`src/rtl/mem_port_arbiter6.sv`:
```
// Round-robin arbiter for one shared memory port with six requesters.
// Holds each grant until port_resp (or watchdog expiry), then rotates priority.
module mem_port_arbiter6 #(
  parameter int NREQ    = 6,
  parameter int TIMEOUT = 255,
  parameter int CNTW    = 8
) (
  input  logic            clk,
  input  logic            rst_n,
  input  logic [NREQ-1:0] req,
  input  logic            port_resp,
  output logic [2:0]      sel,
  output logic [NREQ-1:0] grant,
  output logic            port_req,
  output logic [NREQ-1:0] done,
  output logic            timeout_err,
  output logic            busy
);

  typedef enum logic [1:0] {
    S_IDLE    = 2'd0,
    S_GRANT   = 2'd1,
    S_RELEASE = 2'd2
  } state_t;

  state_t          state_reg, state_next;
  logic [2:0]      sel_reg, sel_next;
  logic [2:0]      ptr_reg, ptr_next;
  logic [NREQ-1:0] grant_reg, grant_next;
  logic [CNTW-1:0] count_reg, count_next;
  logic            timeout_err_reg, timeout_err_next;

  logic [2:0]      cand [NREQ];
  logic [2:0]      winner;
  logic            winner_vld;
  logic            wd_expire;
  logic [2:0]      ptr_after;

  // cand[k] is the requester index examined k-th, starting from ptr.
  for (genvar gi = 0; gi < NREQ; gi++) begin : g_cand
    logic [3:0] sum;
    assign sum      = {1'b0, ptr_reg} + 4'(gi);
    assign cand[gi] = (sum >= 4'd6) ? 3'(sum - 4'd6) : sum[2:0];
  end

  always_comb begin
    winner     = 3'd0;
    winner_vld = 1'b0;
    // Walk from the lowest-priority end so the highest-priority hit wins.
    for (int k = NREQ - 1; k >= 0; k--) begin
      if (req[cand[k]]) begin
        winner     = cand[k];
        winner_vld = 1'b1;
      end
    end
  end

  if (TIMEOUT != 0) begin : g_wd
    assign wd_expire = (count_reg == CNTW'(TIMEOUT - 1));
  end else begin : g_no_wd
    assign wd_expire = 1'b0;
  end

  assign ptr_after = (sel_reg == 3'd5) ? 3'd0 : sel_reg + 3'd1;

  always_comb begin
    state_next       = state_reg;
    sel_next         = sel_reg;
    ptr_next         = ptr_reg;
    grant_next       = grant_reg;
    count_next       = count_reg;
    timeout_err_next = timeout_err_reg;
    case (state_reg)
      S_IDLE: begin
        if (winner_vld) begin
          state_next = S_GRANT;
          sel_next   = winner;
          grant_next = NREQ'(1) << winner;
          count_next = '0;
        end
      end
      S_GRANT: begin
        if (port_resp || wd_expire) begin
          state_next = S_RELEASE;
          grant_next = '0;
          ptr_next   = ptr_after;
          // A response arriving on the expiry cycle is a normal completion.
          if (!port_resp) timeout_err_next = 1'b1;
        end else if (count_reg != '1) begin
          count_next = count_reg + 1'b1;
        end
      end
      S_RELEASE: begin
        state_next = S_IDLE;
      end
      default: begin
        state_next = S_IDLE;
        grant_next = '0;
      end
    endcase
  end

  always_ff @(posedge clk or negedge rst_n) begin
    if (!rst_n) begin
      state_reg       <= S_IDLE;
      sel_reg         <= 3'd0;
      ptr_reg         <= 3'd0;
      grant_reg       <= '0;
      count_reg       <= '0;
      timeout_err_reg <= 1'b0;
    end else begin
      state_reg       <= state_next;
      sel_reg         <= sel_next;
      ptr_reg         <= ptr_next;
      grant_reg       <= grant_next;
      count_reg       <= count_next;
      timeout_err_reg <= timeout_err_next;
    end
  end

  assign sel         = sel_reg;
  assign grant       = grant_reg;
  assign port_req    = (state_reg == S_GRANT);
  assign busy        = (state_reg == S_GRANT) || (state_reg == S_RELEASE);
  assign done        = grant_reg & {NREQ{port_resp}};
  assign timeout_err = timeout_err_reg;

endmodule

```
`config.mk`:
```
export PLATFORM = sky130hd
export DESIGN_NAME = mem_port_arbiter6
export DESIGN_NICKNAME = d
export VERILOG_FILES = /design/src/rtl/mem_port_arbiter6.sv
export SDC_FILE = /design/constraint.sdc
export NUM_CORES = 1
export LEC_CHECK = 0
export CORE_MARGIN = 3
export CORE_UTILIZATION = 25
export DETAILED_ROUTE_END_ITERATION = 6
export SETUP_SLACK_MARGIN = 0.5
export SYNTH_ARGS = -nofsm -noshare
export SYNTH_HDL_FRONTEND = slang
export SYNTH_SLANG_ARGS = --single-unit
```
`constraint.sdc`:
```
create_clock -name clk -period 7.5 [get_ports clk]
set_input_delay 1.5 -clock clk [delete_from_list [all_inputs] [get_ports clk]]
set_output_delay 1.5 -clock clk [all_outputs]
set_load 0.05 [all_outputs]
```
==> results by group, run 1 <==
Route
  – Via density per instance: 5.13
  – Detailed-route wire length: 5.12 mm
  – Overall via count from detail_route: 1872
  – Length of the first detailed-routing pass in iterations: 5
  – DR iter-0 viols: 56
  – Remaining routing DRC violations: 0
  – Antenna-violating nets left: 0
  – Average wire per cell in the routed design: 14.0 µm

Finish
  – Synth-to-layout area growth: 16.6%
  – Number of flip-flops under the largest register name: 8
  – Commonest cells after routing, fill and taps aside: 26 x sky130_fd_sc_hd__clkdlybuf4s50_1, 23 x sky130_fd_sc_hd__dfrtp_1, 22 x sky130_fd_sc_hd__nand2_1
  – Layout cells sized above 1: 14.6%
  – NumNets Final: 283
  – Final antenna diode count: 0
  – Final standard cell utilization of the core: 30.8%
  – Commonest non-fill, non-tap cell in the layout: sky130_fd_sc_hd__clkdlybuf4s50_1

Setup path
  – Cell depth of the worst flop-to-flop path: 10
  – Register-to-register setup slack: 3.65 ns
  – Critical path endpoint category: primary output
  – End point of the critical path: done[4]
  – Startpoint type of the worst setup path: input port
  – Setup Crit Path Kind: input port to primary output
  – Reg-to-reg critical path endpoint: count_reg[5]$_DFFE_PN0P_
  – Timing startpoint of the critical path: port_resp
  – Required arrival time at the worst endpoint: 6.00 ns
  – Worst Path Max Fanout: 8
  – Worst r2r src: ptr_reg[0]$_DFFE_PN0P_
  – CP arrival: 3.11 ns

Clock network
  – TritonCTS clock tree: built
  – Clock slew at the register clock pins of the worst setup and hold paths: 0.09 ns
  – Latest clock arrival within the worst-skew pair: 0.27 ns
  – Clock root buffer master: sky130_fd_sc_hd__clkbuf_8
  – Hold Buf Count CTS: 0
  – Inserted Clock Buffers: 3
  – Sinks on the clock net: 23
  – Maximum clock path buffer count: 2
  – Setup repair bufs after CTS: 0
  – H-Tree Level Count: 1
  – Post-CTS sizing: 0

Floorplanning
  – Horizontal die dimension: 101 µm
  – Boundary Pins: 27
  – Starting density of the core: 26.4%
  – Die Height: 101 µm
  – Cell Rows: 33
  – Full die area: 10100 µm²
  – Total core area: 8460 µm²

STA
  – Final clock skew: 0.00249 ns
  – Period utilization: 61.4%
  – Worst slew margin relative to its limit: 28.9%
  – Period minus WS final: 4.61 ns
  – Post-layout worst setup margin: 2.89 ns
  – Post-route setup TNS: 0 ns
  – RSZ-0062 raised after global routing: false
  – Peak Freq: 217 MHz
  – Max Slew Vio Count: 0
  – Actual slew at the worst max-slew pin: 1.06 ns
  – Finish-stage setup viols: 0
  – Number of endpoints with negative hold slack in the final report: 0

Synthesis
  – Count of distinct cell types in the synthesized netlist: 73
  – Asr flop ratio synth: 100%
  – Post-synthesis instance total: 238
  – Sequential fraction of the synthesis area: 25.8%
  – Ys flop type: sky130_fd_sc_hd__dfrtp_1
  – Number of synthesized register bits: 23
  – Number of flops mapped to enable cells by yosys: 0
  – Post-synth design cell area: 2230 µm²
  – Syn Nets: 260
  – Yosys warning total: 0
  – Syn avg cell area: 9.39 µm²

Worst hold path
  – Cell count of the worst hold path: 2
  – Path type of the worst min-delay path: flip-flop to flip-flop

Placement
  – Port Buf Inserts: 26
  – Half-perimeter wire length after detailed placement: 3.86 mm
  – Weighted congestion reported at the end of routability-driven placement: 0.786
  – Worst setup slack after placement: 2.88 ns

Run status
  – Status: completed

Job
  – Number of maximum-capacitance violations: 0

Global routing
  – Initial antenna violation count: 0
  – Vias in the first global route: 1804
  – Total gr overflow: 0
  – Overall fraction of global-route tracks in use: 9.89%
  – Wire length of the first global-routing pass: 8.40 mm
  – Largest net degree at the start of global routing: 24
[synth_stat cells, drive strengths merged, types with 2 or more instances]
cell type	count	share of area, %
dfrtp	23	26
nor2	23	4.3
nand2	22	3.7
ha	13	7.3
a21oi	12	2.9
inv	12	2.0
nand3	12	2.9
mux2i	10	6.1
o21ai	10	2.7
and2	8	2.2
nor3	8	2.3
buf	6	2.7
mux2	6	3.2
a32o	5	2.3
o2bb2ai	5	2.0
and3	4	1.3
xnor2	4	2.4
a2111oi	3	2.6
a21o	3	1.0
nand2b	3	0.95
nand3b	3	1.0
o211ai	3	1.0
a211oi	2	0.67
a21boi	2	0.67
a22oi	2	0.67
a31oi	2	1.2
clkbuf	2	0.34
o21bai	2	0.67
o221a	2	1.4
o31a	2	0.84
o31ai	2	0.67
xor2	2	1.6
[metal layers]
| layer | share of wire, % | routed length (µm) | global-route usage [%] |
|---|---|---|---|
| met1 | 48 | 2470 | 13.6 |
| met2 | 48 | 2430 | 16.8 |
| met3 | 3.8 | 193 | 1.25 |
| met4 | 0.41 | 21 | 1.66 |
| met5 | 0 | 0 | 0 |
[cells by family after synthesis]
| family | Yosys count | share of synthesized area, % |
|---|---|---|
| AO/OA/AOI/OAI | 68 | 25.9 |
| XOR/XNOR | 6 | 4.03 |
| adder cells (fa/ha/maj) | 13 | 7.28 |
| buffers and inverters | 21 | 5.26 |
| flip-flops | 23 | 25.8 |
| multiplexers | 16 | 9.29 |
| AND/OR/NAND/NOR | 91 | 22.5 |
[worst max-delay path, cell delays in order]
cell and delay [ns]:
sky130_fd_sc_hd__clkdlybuf4s50_1 0.63, sky130_fd_sc_hd__and2_1 0.18, sky130_fd_sc_hd__clkdlybuf4s50_1 0.80
[worst min-delay path by stage]
stage | from | end
2_1_floorplan | count_reg[4]$_DFFE_PN0P_ | count_reg[4]$_DFFE_PN0P_
3_3_place_gp | timeout_err$_DFFE_PN0P_ | timeout_err$_DFFE_PN0P_
3_5_place_dp | timeout_err$_DFFE_PN0P_ | timeout_err$_DFFE_PN0P_
4_1_cts | timeout_err$_DFFE_PN0P_ | timeout_err$_DFFE_PN0P_
5_1_grt | timeout_err$_DFFE_PN0P_ | timeout_err$_DFFE_PN0P_
6_report | timeout_err$_DFFE_PN0P_ | timeout_err$_DFFE_PN0P_
[cell type report]
type | instances | area (µm²)
Inverter | 13 | 48.8
Tap cell | 105 | 131
Sequential cell | 23 | 576
Timing Repair Buffer | 26 | 260
Fill cell | 881 | 5860
Clock buffer | 3 | 41.3
Clock inverter | 1 | 7.51
Multi-Input combinational cell | 194 | 1540
[metrics by stage]
stage	hold slack, ns	instance area (µm²)	std cells
3_5_place_dp	0.464	2560	361
6_report	0.482	2610	365
2_1_floorplan	0.480	2230	238
4_1_cts	0.487	2610	365
3_3_place_gp	0.474	2560	361
5_1_grt	0.522	2610	365
Power of run 1 is not shown: default switching activity piles up to over one toggle a cycle in this logic, so the estimate is an artifact.
==> run 2: changes to the inputs <==
clock period = 4.2 ns   (was 7.5 ns; I/O delays follow)
==> run 2 against run 1 <==
Effect of this change:
- non-clock buffer count increased by 2
- worst setup slack worse by 2.0 ns
- via count fell by 2.1%
- utilization is 0.18 points higher
- final cell count rose by 0.55%
- count of clock-buffer cells in the layout stayed put
- critical path depth stayed put
- sequential share of layout area shrank 0.13 points
- critical path type unchanged
- clock skew increased by 0.012 ns
==> results by group, run 2 (synthesis results as in run 1) <==
Worst hold path
  – Path type of the worst min-delay path: flip-flop to flip-flop

Global routing
  – Total gr overflow: 0
  – Overall fraction of global-route tracks in use: 9.95%
  – Initial antenna violation count: 0
  – Vias in the first global route: 1783
  – Wire length of the first global-routing pass: 8.49 mm
  – Largest net degree at the start of global routing: 24

Setup path
  – CP arrival: 2.43 ns
  – Startpoint type of the worst setup path: input port
  – Critical path endpoint category: primary output
  – Setup Crit Path Kind: input port to primary output
  – Worst Path Max Fanout: 8
  – Required arrival time at the worst endpoint: 3.36 ns
  – Register-to-register setup slack: 0.97 ns

STA
  – Actual slew at the worst max-slew pin: 1.05 ns
  – Worst slew margin relative to its limit: 29.7%
  – Post-route setup TNS: 0 ns
  – Number of endpoints with negative hold slack in the final report: 0
  – Max Slew Vio Count: 0
  – Peak Freq: 306 MHz
  – Period utilization: 77.8%
  – Finish-stage setup viols: 0
  – RSZ-0062 raised after global routing: false
  – Period minus WS final: 3.27 ns
  – Final clock skew: 0.0144 ns

Run status
  – Status: completed

Floorplanning
  – Starting density of the core: 26.4%
  – Boundary Pins: 27
  – Die Height: 101 µm
  – Horizontal die dimension: 101 µm
  – Total core area: 8460 µm²
  – Full die area: 10100 µm²
  – Cell Rows: 33

Placement
  – Weighted congestion reported at the end of routability-driven placement: 0.821
  – Half-perimeter wire length after detailed placement: 3.87 mm
  – Port Buf Inserts: 26

Finish
  – Layout cells sized above 1: 15.3%
  – Number of flip-flops under the largest register name: 8
  – Synth-to-layout area growth: 17.3%
  – Commonest cells after routing, fill and taps aside: 26 x sky130_fd_sc_hd__clkdlybuf4s50_1, 23 x sky130_fd_sc_hd__dfrtp_1, 22 x sky130_fd_sc_hd__nand2_1
  – Final antenna diode count: 0
  – NumNets Final: 285
  – Commonest non-fill, non-tap cell in the layout: sky130_fd_sc_hd__clkdlybuf4s50_1

Route
  – Via density per instance: 4.99
  – Remaining routing DRC violations: 0
  – DR iter-0 viols: 62
  – Overall via count from detail_route: 1832
  – Antenna-violating nets left: 0
  – Detailed-route wire length: 5.09 mm
  – Length of the first detailed-routing pass in iterations: 4
  – Average wire per cell in the routed design: 13.9 µm

Clock network
  – Setup repair bufs after CTS: 0
  – Latest clock arrival within the worst-skew pair: 0.27 ns
  – H-Tree Level Count: 1
  – TritonCTS clock tree: built
  – Hold Buf Count CTS: 0
  – Clock slew at the register clock pins of the worst setup and hold paths: 0.08 ns
  – Sinks on the clock net: 23
  – Maximum clock path buffer count: 2
  – Post-CTS sizing: 0
  – Clock root buffer master: sky130_fd_sc_hd__clkbuf_8
  – Inserted Clock Buffers: 3

Job
  – Number of maximum-capacitance violations: 0
run 2: cell count changes in the layout (fill, tap and decap cells not counted), sizes merged:
cell | before | now
buf | 0 | 2
run 2: final timing paths:
| path | startpoint | endpoint | depth (start not counted) |
|---|---|---|---|
| max | port_resp | done[3] | 3 |
| min | timeout_err$_DFFE_PN0P_ | timeout_err$_DFFE_PN0P_ | 2 |
| max reg2reg | ptr_reg[2]$_DFFE_PN0P_ | count_reg[1]$_DFFE_PN0P_ | 9 |
| min reg2reg | timeout_err$_DFFE_PN0P_ | timeout_err$_DFFE_PN0P_ | 2 |
| max in group asynchronous | rst_n | grant[5]$_DFFE_PN0P_ | 1 |
| min in group asynchronous | rst_n | count_reg[1]$_DFFE_PN0P_ | 1 |
run 2: critical path, stage by stage:
cell	delay [ns]
sky130_fd_sc_hd__clkdlybuf4s50_1	0.61
sky130_fd_sc_hd__and2_1	0.17
sky130_fd_sc_hd__clkdlybuf4s50_1	0.80
run 2: cell type report:
cell class	instances	area [µm²]
well taps	105	131
flip-flops and latches	23	576
multi-input cells	194	1540
fillers	878	5840
clock inverters	1	7.51
clock buffers	3	41.3
inverters	13	48.8
repair buffers	28	275
run 2: through the flow:
step                hold WS [ns]  setup WS (ns)  util (%)  cells  instance area (µm²)
detailed placement         0.472          0.925      30.4    363                 2570
CTS                        0.518          0.917      31.0    367                 2620
global placement           0.474          0.927      30.4    363                 2570
floorplan                  0.480           1.44         -    238                 2230
global route               0.541          0.712      31.0    367                 2620
finish                     0.504          0.933      31.0    367                 2620
run 2: metal layers:
layer / track usage [%] / part of all wire [%] / up-vias
li1: - / - / 928
met1: 14.5 / 50 / 859
met2: 15.9 / 45 / 41
met3: 1.11 / 4.3 / 4
met4: 1.97 / 0.63 / 0
met5: 0 / 0 / -
Power of run 2 is left out for the same reason.
